File: src/rtl/uart_fifo_tx.sv
`default_nettype none
// ============================================================================
// Module   : uart_fifo_tx
// Function : Drains a byte FIFO and sends each byte as an 8N1 serial frame,
//            snapshotting the read pointer per burst so the burst can be resent.
// Revision : 1.0
// ============================================================================
module uart_fifo_tx #(
    parameter int CLKS_PER_BIT = 16
) (
    input  logic       clk,
    input  logic       rst,
    input  logic       tx_start,
    input  logic       retry,
    input  logic       abort,
    input  logic [7:0] fifo_r_data,
    input  logic       fifo_empty,
    output logic       fifo_r_enable,
    output logic       fifo_store_r_ptr,
    output logic       fifo_revert_r_ptr,
    output logic       tx_out,
    output logic       busy,
    output logic       done,
    output logic [7:0] bytes_sent
);

    localparam logic [2:0]  S_IDLE     = 3'd0;
    localparam logic [2:0]  S_LOAD     = 3'd1;
    localparam logic [2:0]  S_START    = 3'd2;
    localparam logic [2:0]  S_DATA     = 3'd3;
    localparam logic [2:0]  S_STOP     = 3'd4;
    localparam logic [15:0] C_BIT_LAST = 16'(CLKS_PER_BIT - 1);

    logic [2:0]  state_q, state_d;
    logic [15:0] cnt_q, cnt_d;
    logic [2:0]  bit_q, bit_d;
    logic [7:0]  shift_q, shift_d;
    logic [7:0]  bytes_q, bytes_d;
    logic        done_q, done_d;
    logic        bit_end;

    assign bit_end = (cnt_q == C_BIT_LAST);

    always_ff @(posedge clk or posedge rst) begin
        if (rst) begin
            state_q <= S_IDLE;
            cnt_q   <= 16'd0;
            bit_q   <= 3'd0;
            shift_q <= 8'd0;
            bytes_q <= 8'd0;
            done_q  <= 1'b0;
        end else begin
            state_q <= state_d;
            cnt_q   <= cnt_d;
            bit_q   <= bit_d;
            shift_q <= shift_d;
            bytes_q <= bytes_d;
            done_q  <= done_d;
        end
    end

    always_comb begin
        state_d = state_q;
        cnt_d   = cnt_q;
        bit_d   = bit_q;
        shift_d = shift_q;
        bytes_d = bytes_q;
        done_d  = 1'b0;
        case (state_q)
            S_IDLE: begin
                cnt_d = 16'd0;
                bit_d = 3'd0;
                // retry wins over a simultaneous tx_start
                if (!retry && tx_start) begin
                    bytes_d = 8'd0;
                    if (fifo_empty) begin
                        done_d = 1'b1;
                    end else begin
                        state_d = S_LOAD;
                    end
                end
            end
            S_LOAD: begin
                shift_d = fifo_r_data;
                if (bytes_q != 8'hFF) begin
                    bytes_d = bytes_q + 8'd1;
                end
                cnt_d   = 16'd0;
                bit_d   = 3'd0;
                state_d = S_START;
            end
            S_START: begin
                if (bit_end) begin
                    cnt_d   = 16'd0;
                    state_d = S_DATA;
                end else begin
                    cnt_d = cnt_q + 16'd1;
                end
            end
            S_DATA: begin
                if (bit_end) begin
                    cnt_d   = 16'd0;
                    shift_d = {1'b0, shift_q[7:1]};
                    bit_d   = bit_q + 3'd1;
                    if (bit_q == 3'd7) begin
                        state_d = S_STOP;
                    end
                end else begin
                    cnt_d = cnt_q + 16'd1;
                end
            end
            S_STOP: begin
                if (bit_end) begin
                    cnt_d = 16'd0;
                    if (fifo_empty) begin
                        state_d = S_IDLE;
                        done_d  = 1'b1;
                    end else begin
                        state_d = S_LOAD;
                    end
                end else begin
                    cnt_d = cnt_q + 16'd1;
                end
            end
            default: state_d = S_IDLE;
        endcase
        // abort leaves the LOAD-cycle shift/count updates intact since the pop happens anyway
        if (abort && (state_q != S_IDLE)) begin
            state_d = S_IDLE;
            done_d  = 1'b0;
            cnt_d   = 16'd0;
            bit_d   = 3'd0;
        end
    end

    always_comb begin
        fifo_r_enable     = (state_q == S_LOAD);
        fifo_store_r_ptr  = 1'b0;
        fifo_revert_r_ptr = 1'b0;
        tx_out            = 1'b1;
        case (state_q)
            S_IDLE: begin
                if (!rst) begin
                    fifo_revert_r_ptr = retry;
                    fifo_store_r_ptr  = !retry && tx_start && !fifo_empty;
                end
            end
            S_START: tx_out = 1'b0;
            S_DATA:  tx_out = shift_q[0];
            default: tx_out = 1'b1;
        endcase
    end

    assign busy       = (state_q != S_IDLE);
    assign done       = done_q;
    assign bytes_sent = bytes_q;

endmodule
`default_nettype wire

File: config.mk
export PLATFORM = sky130hd
export DESIGN_NAME = uart_fifo_tx
export DESIGN_NICKNAME = d
export VERILOG_FILES = /design/src/rtl/uart_fifo_tx.sv
export SDC_FILE = /design/constraint.sdc
export NUM_CORES = 1
export LEC_CHECK = 0
export ABC_CLOCK_PERIOD_IN_PS = 2900
export CAP_MARGIN = 0
export CORE_MARGIN = 4
export CORE_UTILIZATION = 55
export DETAILED_ROUTE_END_ITERATION = 8
export PLACE_DENSITY = 0.79
export SLEW_MARGIN = 20
export SYNTH_ARGS = -nofsm -noshare
export SYNTH_HDL_FRONTEND = slang
export SYNTH_SLANG_ARGS = --single-unit
File: constraint.sdc
create_clock -name clk -period 2.9 [get_ports clk]
set_clock_uncertainty 0.15 [all_clocks]
set_input_delay 0.29 -clock clk [delete_from_list [all_inputs] [get_ports clk]]
set_output_delay 0.29 -clock clk [all_outputs]
set_load 0.02 [all_outputs]
# Word level (Yosys, flattened, before mapping)
# Index checks and enable logic that the tools add are counted.
op_classes:
  reduce_logical: 17
  muxes: 30
  add_sub_neg: 3
  eq_ne: 16
ops:
  columns: ["op", "n"]
  rows:
  - ["$mux 16", 2]
  - ["$pmux 16 s2", 1]
  - ["$pmux 8 s2", 2]
  - ["$mux 3", 9]
  - ["$mux 8", 3]
  - ["$ne 3x3->1 const B", 6]
  - ["$add 16x1->16 const B", 1]
  - ["$eq 16x4->1 const B", 1]
  - ["$pmux 3 s5", 1]
  - ["$mux 1", 9]
  - ["$reduce_bool 3->1", 3]
  - ["$add 8x1->8 const B", 1]
  - ["$ne 8x8->1 const B", 1]
  - ["$eq 3x2->1 const B", 2]
  - ["$eq 3x3->1 const B", 2]
  - ["$pmux 3 s2", 1]
  - ["$reduce_and 6->1", 1]
  - ["$ne 2x2->1 const B", 2]
  - ["$pmux 1 s2", 2]
  - ["$reduce_and 2->1", 2]
  - ["$reduce_bool 2->1", 2]
  - ["$add 3x1->3 const B", 1]
  - ["$eq 3x1->1 const B", 1]
  - ["$logic_and 1x1->1", 3]
  - ["6 further kinds", 7]
word_totals:
  reg_bits: 39
  in_bits: 14

# Logic depth before layout (Yosys ltp)
# Gate-level depths: netlist of run 1.
logic_depth:
  ltp_word: 5
  mapped_depth: 8
  ltp_nobuf: 6

# Worst setup path before layout of run 1
# No wires, ideal clock.
synth_path:
  path_type: "register to register"
  from: "reg cnt_q[0]"
  to: "reg cnt_q[10]"
  setup_time_ns: 0.070
  arrival_time_ns: 2.072
  period_less_slack_ns: 2.291
  path_slack_ns: 0.609
  t_required_ns: 2.680
  stages_incl_launch_ff: 9
  n_path_buf: 2
  path_cell_list: "dfrtp_1 -> ha_1 -> and3_1 -> and4_1 -> buf_6 -> or3_1 -> buf_2 -> or4_1 -> nand3_1"
synth_between:
  elab_chain_cells: 4
  elab_cells_between_ends: 5
  cone_classes: "add/sub: 1; eq/ne: 1; mux: 3"
synth_lines:
  columns: ["element", "line_no", "source"]
  rows:
  - ["start: declaration", "35", "logic [15:0] cnt_q, cnt_d;"]
  - ["start signal: assignment", "54", "cnt_q <= cnt_d;"]
  - ["$add 16x1->16 / $eq 16x4->1 (equally long branches)", null, null]
  - ["$mux 16 *", "93, 101, 113", null]
  - ["$pmux 16 s2 *", "69", "case (state_q)"]
  - ["$mux 16 *", "128", "if (abort && (state_q != S_IDLE)) begin"]
# Mark *: on every way between the ends. The rest lies on a longest branch, timed or not.
# A chain may end at the register's enable or synchronous reset.

# Worst setup path after layout of run 1
layout_path:
  from: "reg state_q[1]"
  to: "out fifo_revert_r_ptr"
layout_between:
  elab_chain_cells: 2
layout_lines:
  columns: ["element", "line_no", "source"]
  rows:
  - ["start: declaration", "34", "logic [2:0] state_q, state_d;"]
  - ["start signal: assignment", "53", "state_q <= state_d;"]
  - ["$logic_not 3->1", "141", "case (state_q)"]
  - ["$mux 1", "141", null]
  - ["end: declaration", "20", "output logic fifo_revert_r_ptr,"]
# Every way passes these cells.

==> impl_summary.log, run 1 <==
[metrics] Post-route DRC: 0
[metrics] proportion of layout cells with a drive suffix above 1: under 10%
[metrics] Switching Fraction: around a quarter
[metrics] CP cell instances: or3_1, nor3b_1, clkdlybuf4s50_1
[metrics] maximum number of pins on one net before global-route repair: 40
[metrics] Max stage delay cell, worst path: sky130_fd_sc_hd__clkdlybuf4s50_1
[metrics] Die Span X: 70.1 um
[metrics] internal power: 1.04 mW
[metrics] Critical Path AT: 2.16 ns
[metrics] net switching power of the design: 0.357 mW
[metrics] root buffer cell: sky130_fd_sc_hd__clkbuf_8
[metrics] kind of start point of the critical path: flip-flop
[metrics] Cell Area, Synth: roughly 0.0021 mm^2
[metrics] count of pins on the block boundary: 28
[metrics] MaxCap Viol Count: 0
[metrics] post-synthesis to final-layout area growth: 21.4%
[metrics] syn_area_per_cell: about 9.0 um^2
[metrics] global-route wire length before repair: 7.83 mm
[metrics] vias in the first global route: 1,656
[metrics] Gate Count Post-Synth: ~240
[metrics] CP top delay family: simple AND/OR/NAND/NOR gates
[metrics] total buffers and inverters traversed by the critical path: 1
[metrics] Clk pin slew, worst setup/hold paths: about 0.080 ns
[metrics] part of the Yosys area used for sequential elements: 46.1%
[metrics] required arrival time at the worst endpoint: 2.46 ns
[metrics] total negative slack: 0 ns
[metrics] average wire per standard cell: 14.9 um
[metrics] non-filler cells in the finished layout: 312
[metrics] vias per cell: 5.87
[metrics] number of buffers inserted during clock tree synthesis: 5
[metrics] RSZ-0062 raised after global routing: no
[metrics] # fillers: 323
[metrics] clk sinks: 39
[metrics] Clk Latency, worst-skew pair: about 0.30 ns
[metrics] post-cts gate resize count: 0
[metrics] area of the core: 0.00369 mm^2
[metrics] period utilization: 89.8%
[metrics] part of the total power dissipated in combinational logic: between 10% and 20%
[metrics] number of warnings reported in the yosys synthesis log: 0
[metrics] H-tree Lvls: 2
[metrics] leakage power total: approximately 1.1 nW
[metrics] total via count in the routed design: 1,831
[metrics] GR Overflow Total: 0
[metrics] buffer levels on the longest clock path: 2
[metrics] Hold Vio Cnt, Final: 0
[metrics] Die Footprint: 0.00491 mm^2
[metrics] Final Setup Violations: 0
[metrics] Final Instance Area: 0.00257 mm^2
[metrics] cts-stage hold buffer count: 0
[metrics] NumNets Final: roughly 280
[metrics] initial antenna violation count: 0
[metrics] sequential group share of total power: 46.3%
[metrics] crit end category: output pin
[metrics] max-slew violations: 0
[metrics] global placer's final weighted congestion: 0.836
[metrics] starting density of the core: 57.4%
[metrics] Clk network pwr share: 38.8%
[metrics] distinct cell type count after synthesis: 41
[metrics] Final ANT Viol Nets: 0
[metrics] TritonCTS clock tree: built
[metrics] count of buffers from port buffering: 27
[metrics] die boundary height: 70.1 um
[metrics] GRT Total Usage: between 10% and 20%
[metrics] run status: finished, final reports clean
[metrics] final critical delay including setup and external delays: 2.60 ns
[metrics] instance area after placement: approximately 0.0024 mm^2
[metrics] classification of the worst-slack hold path: reg2reg
[metrics] Syn Nets: 254
[metrics] Cell Rows: 22
[metrics] transition time at the pin with the least slew margin: between 0.4 and 0.5 ns
[metrics] highest attainable clock frequency: 384 MHz
[metrics] Critical Path Max Stage Delay: 0.64 ns
[metrics] biggest fanout along the worst timing path: 15
[metrics] half-perimeter wire length of the detailed placement result: 3.18 mm
[metrics] number of instances in the placed design: 304
[metrics] peak supply drop: 0.000404 V
[metrics] power per cell area: 544 mW/mm^2
[metrics] setup bufs post-CTS: 0
[metrics] power consumption: roughly 1.4 mW
[metrics] total wire length after detailed routing: around 4.6 mm
[metrics] startpoint-to-endpoint class of the critical path: reg2out
[metrics] flop and latch count out of synthesis: 39
[metrics] drt pass-1 iters: 4
[metrics] relative slew slack: 66.9%
[metrics] diode insertion count for antenna repair: 0
[metrics] Initial DRC Count: 125
[flip-flops by register name (all words and copies together) (netlist names)]
register and flops:
state_q 3, cnt_q 16, bit_q 3, bytes_sent 8
done 1, shift_q 8
[worst paths after layout]
| kind | from | to | slack, ns | depth (start not counted) |
|---|---|---|---|---|
| worst max-delay path | state_q[1] | fifo_revert_r_ptr | 0.30 | 3 |
| worst min-delay path | shift_q[5] | shift_q[5] | 0.33 | 2 |
| worst max register to register | cnt_q[0] | cnt_q[10] | 0.48 | 6 |
| worst min register to register | shift_q[5] | shift_q[5] | 0.33 | 2 |
| max in group asynchronous | rst | shift_q[7] | 1.90 | 3 |
| min in group asynchronous | rst | state_q[1] | 0.35 | 3 |
[synthesized netlist by cell type]
cell                       number  area [um^2]
sky130_fd_sc_hd__nand2_1       32          120
sky130_fd_sc_hd__nand3_1       12         60.1
sky130_fd_sc_hd__a41oi_1        1         8.76
sky130_fd_sc_hd__or4_1          2         15.0
sky130_fd_sc_hd__and3_2         3         22.5
sky130_fd_sc_hd__or3_1          3         18.8
sky130_fd_sc_hd__a211o_1        2         17.5
sky130_fd_sc_hd__and3_1         6         37.5
sky130_fd_sc_hd__ha_1           4         50.1
sky130_fd_sc_hd__o31ai_1        3         22.5
sky130_fd_sc_hd__a31oi_1       12         75.1
sky130_fd_sc_hd__a21oi_1       12         60.1
sky130_fd_sc_hd__inv_1          6         22.5
sky130_fd_sc_hd__and4_1         3         26.3
sky130_fd_sc_hd__nand4_1        3         18.8
sky130_fd_sc_hd__xor2_1         1         8.76
sky130_fd_sc_hd__nor3b_1        1         7.51
sky130_fd_sc_hd__nand2b_1       2         12.5
sky130_fd_sc_hd__a22oi_1        2         15.0
sky130_fd_sc_hd__mux2i_1        9         90.1
sky130_fd_sc_hd__nor2b_1        2         12.5
sky130_fd_sc_hd__o21ba_2        1         10.0
sky130_fd_sc_hd__dfrtp_1       39          976
sky130_fd_sc_hd__clkbuf_1       8         30.0
sky130_fd_sc_hd__xnor2_1        6         52.6
sky130_fd_sc_hd__and2_1         1         6.26
sky130_fd_sc_hd__o311ai_0       1         8.76
sky130_fd_sc_hd__clkbuf_2       1         5.00
sky130_fd_sc_hd__nor4b_1        1         8.76
sky130_fd_sc_hd__and2_2         1         7.51
sky130_fd_sc_hd__buf_4          1         7.51
sky130_fd_sc_hd__or3_2          1         7.51
sky130_fd_sc_hd__a22o_1         2         17.5
sky130_fd_sc_hd__o22a_1         1         8.76
sky130_fd_sc_hd__nor4_1         8         50.1
sky130_fd_sc_hd__buf_1          1         3.75
sky130_fd_sc_hd__o21ai_0       18         90.1
sky130_fd_sc_hd__nor3_1         6         30.0
sky130_fd_sc_hd__nor2_1        16         60.1
sky130_fd_sc_hd__buf_2          1         5.00
sky130_fd_sc_hd__buf_6          1         11.3
[per-layer routing]
layer	GRT usage [%]	up-vias	wire length [um]
met4	4.04	0	38
met5	0	-	0
met1	27.7	869	2270
li1	-	913	-
met2	30.4	45	2080
met3	5.32	4	263
[layout by cell type (no fill, tap or decap), types with 4 or more instances in the layout]
cell	count
sky130_fd_sc_hd__ha_1	4
sky130_fd_sc_hd__mux2i_1	9
sky130_fd_sc_hd__o21ai_0	18
sky130_fd_sc_hd__nor4_1	8
sky130_fd_sc_hd__and3_1	6
sky130_fd_sc_hd__buf_4	6
sky130_fd_sc_hd__inv_1	6
sky130_fd_sc_hd__xnor2_1	6
sky130_fd_sc_hd__nor3_1	5
sky130_fd_sc_hd__clkdlybuf4s50_1	27
sky130_fd_sc_hd__nor2_1	16
sky130_fd_sc_hd__a31oi_1	12
sky130_fd_sc_hd__dfrtp_1	39
sky130_fd_sc_hd__nand2_1	32
sky130_fd_sc_hd__clkbuf_8	5
sky130_fd_sc_hd__a21oi_1	12
sky130_fd_sc_hd__nand3_1	12
[area by class of cell]
cell class	instances	area, um^2	area share [%]
well taps	48	60.1	2.33
clock inverters	3	67.6	2.63
inverters	6	22.5	0.875
repair buffers	33	315	12.3
clock buffers	5	68.8	2.68
multi-input cells	178	1060	41.3
flip-flops and latches	39	976	37.9
[power by group through the flow]
| stage | Combinational (mW) | Sequential (mW) | Clock (mW) |
|---|---|---|---|
| after global placement | 0.201 | 0.656 | 0 |
| after CTS | 0.210 | 0.648 | 0.554 |
| after global routing | 0.232 | 0.658 | 0.577 |
| after detailed placement | 0.208 | 0.659 | 0 |
| after floorplan | 0.130 | 0.651 | 0 |
| final | 0.208 | 0.648 | 0.542 |
[through the flow]
| step | worst slack [ns] | hold slack (ns) | utilization (%) |
|---|---|---|---|
| detailed placement | 0.552 | 0.321 | 66.0 |
| global route | 0.195 | 0.381 | 69.7 |
| finish | 0.297 | 0.334 | 69.7 |
| global placement | 0.609 | 0.311 | 66.0 |
| floorplan | 0.609 | 0.273 | - |
| CTS | 0.280 | 0.339 | 69.7 |
[cell families after synthesis]
family          Yosys count  synth area share, %
simple gates            103                 24.6
compound gates           55                 15.8
flops                    39                 46.1
buf+inv                  19                 4.02
mux                       9                 4.25
xor+xnor                  7                 2.89
fa+ha+maj                 4                 2.36
[worst register-to-register path, stage by stage, from the launching register on]
cell	delay (ns)
sky130_fd_sc_hd__dfrtp_1	0.42
sky130_fd_sc_hd__ha_1	0.25
sky130_fd_sc_hd__and3_1	0.20
sky130_fd_sc_hd__and4_1	0.23
sky130_fd_sc_hd__or3_1	0.45
sky130_fd_sc_hd__or4_1	0.57
sky130_fd_sc_hd__nand3_1	0.10
No activity file was read; power rests on OpenSTA's default activity.
==> inputs of run 2 (changes only) <==
SKIP_CTS_REPAIR_TIMING = 1   (was default)
==> results of run 2 <==
No change in the layout: final DEF, timing and power equal those of run 1.
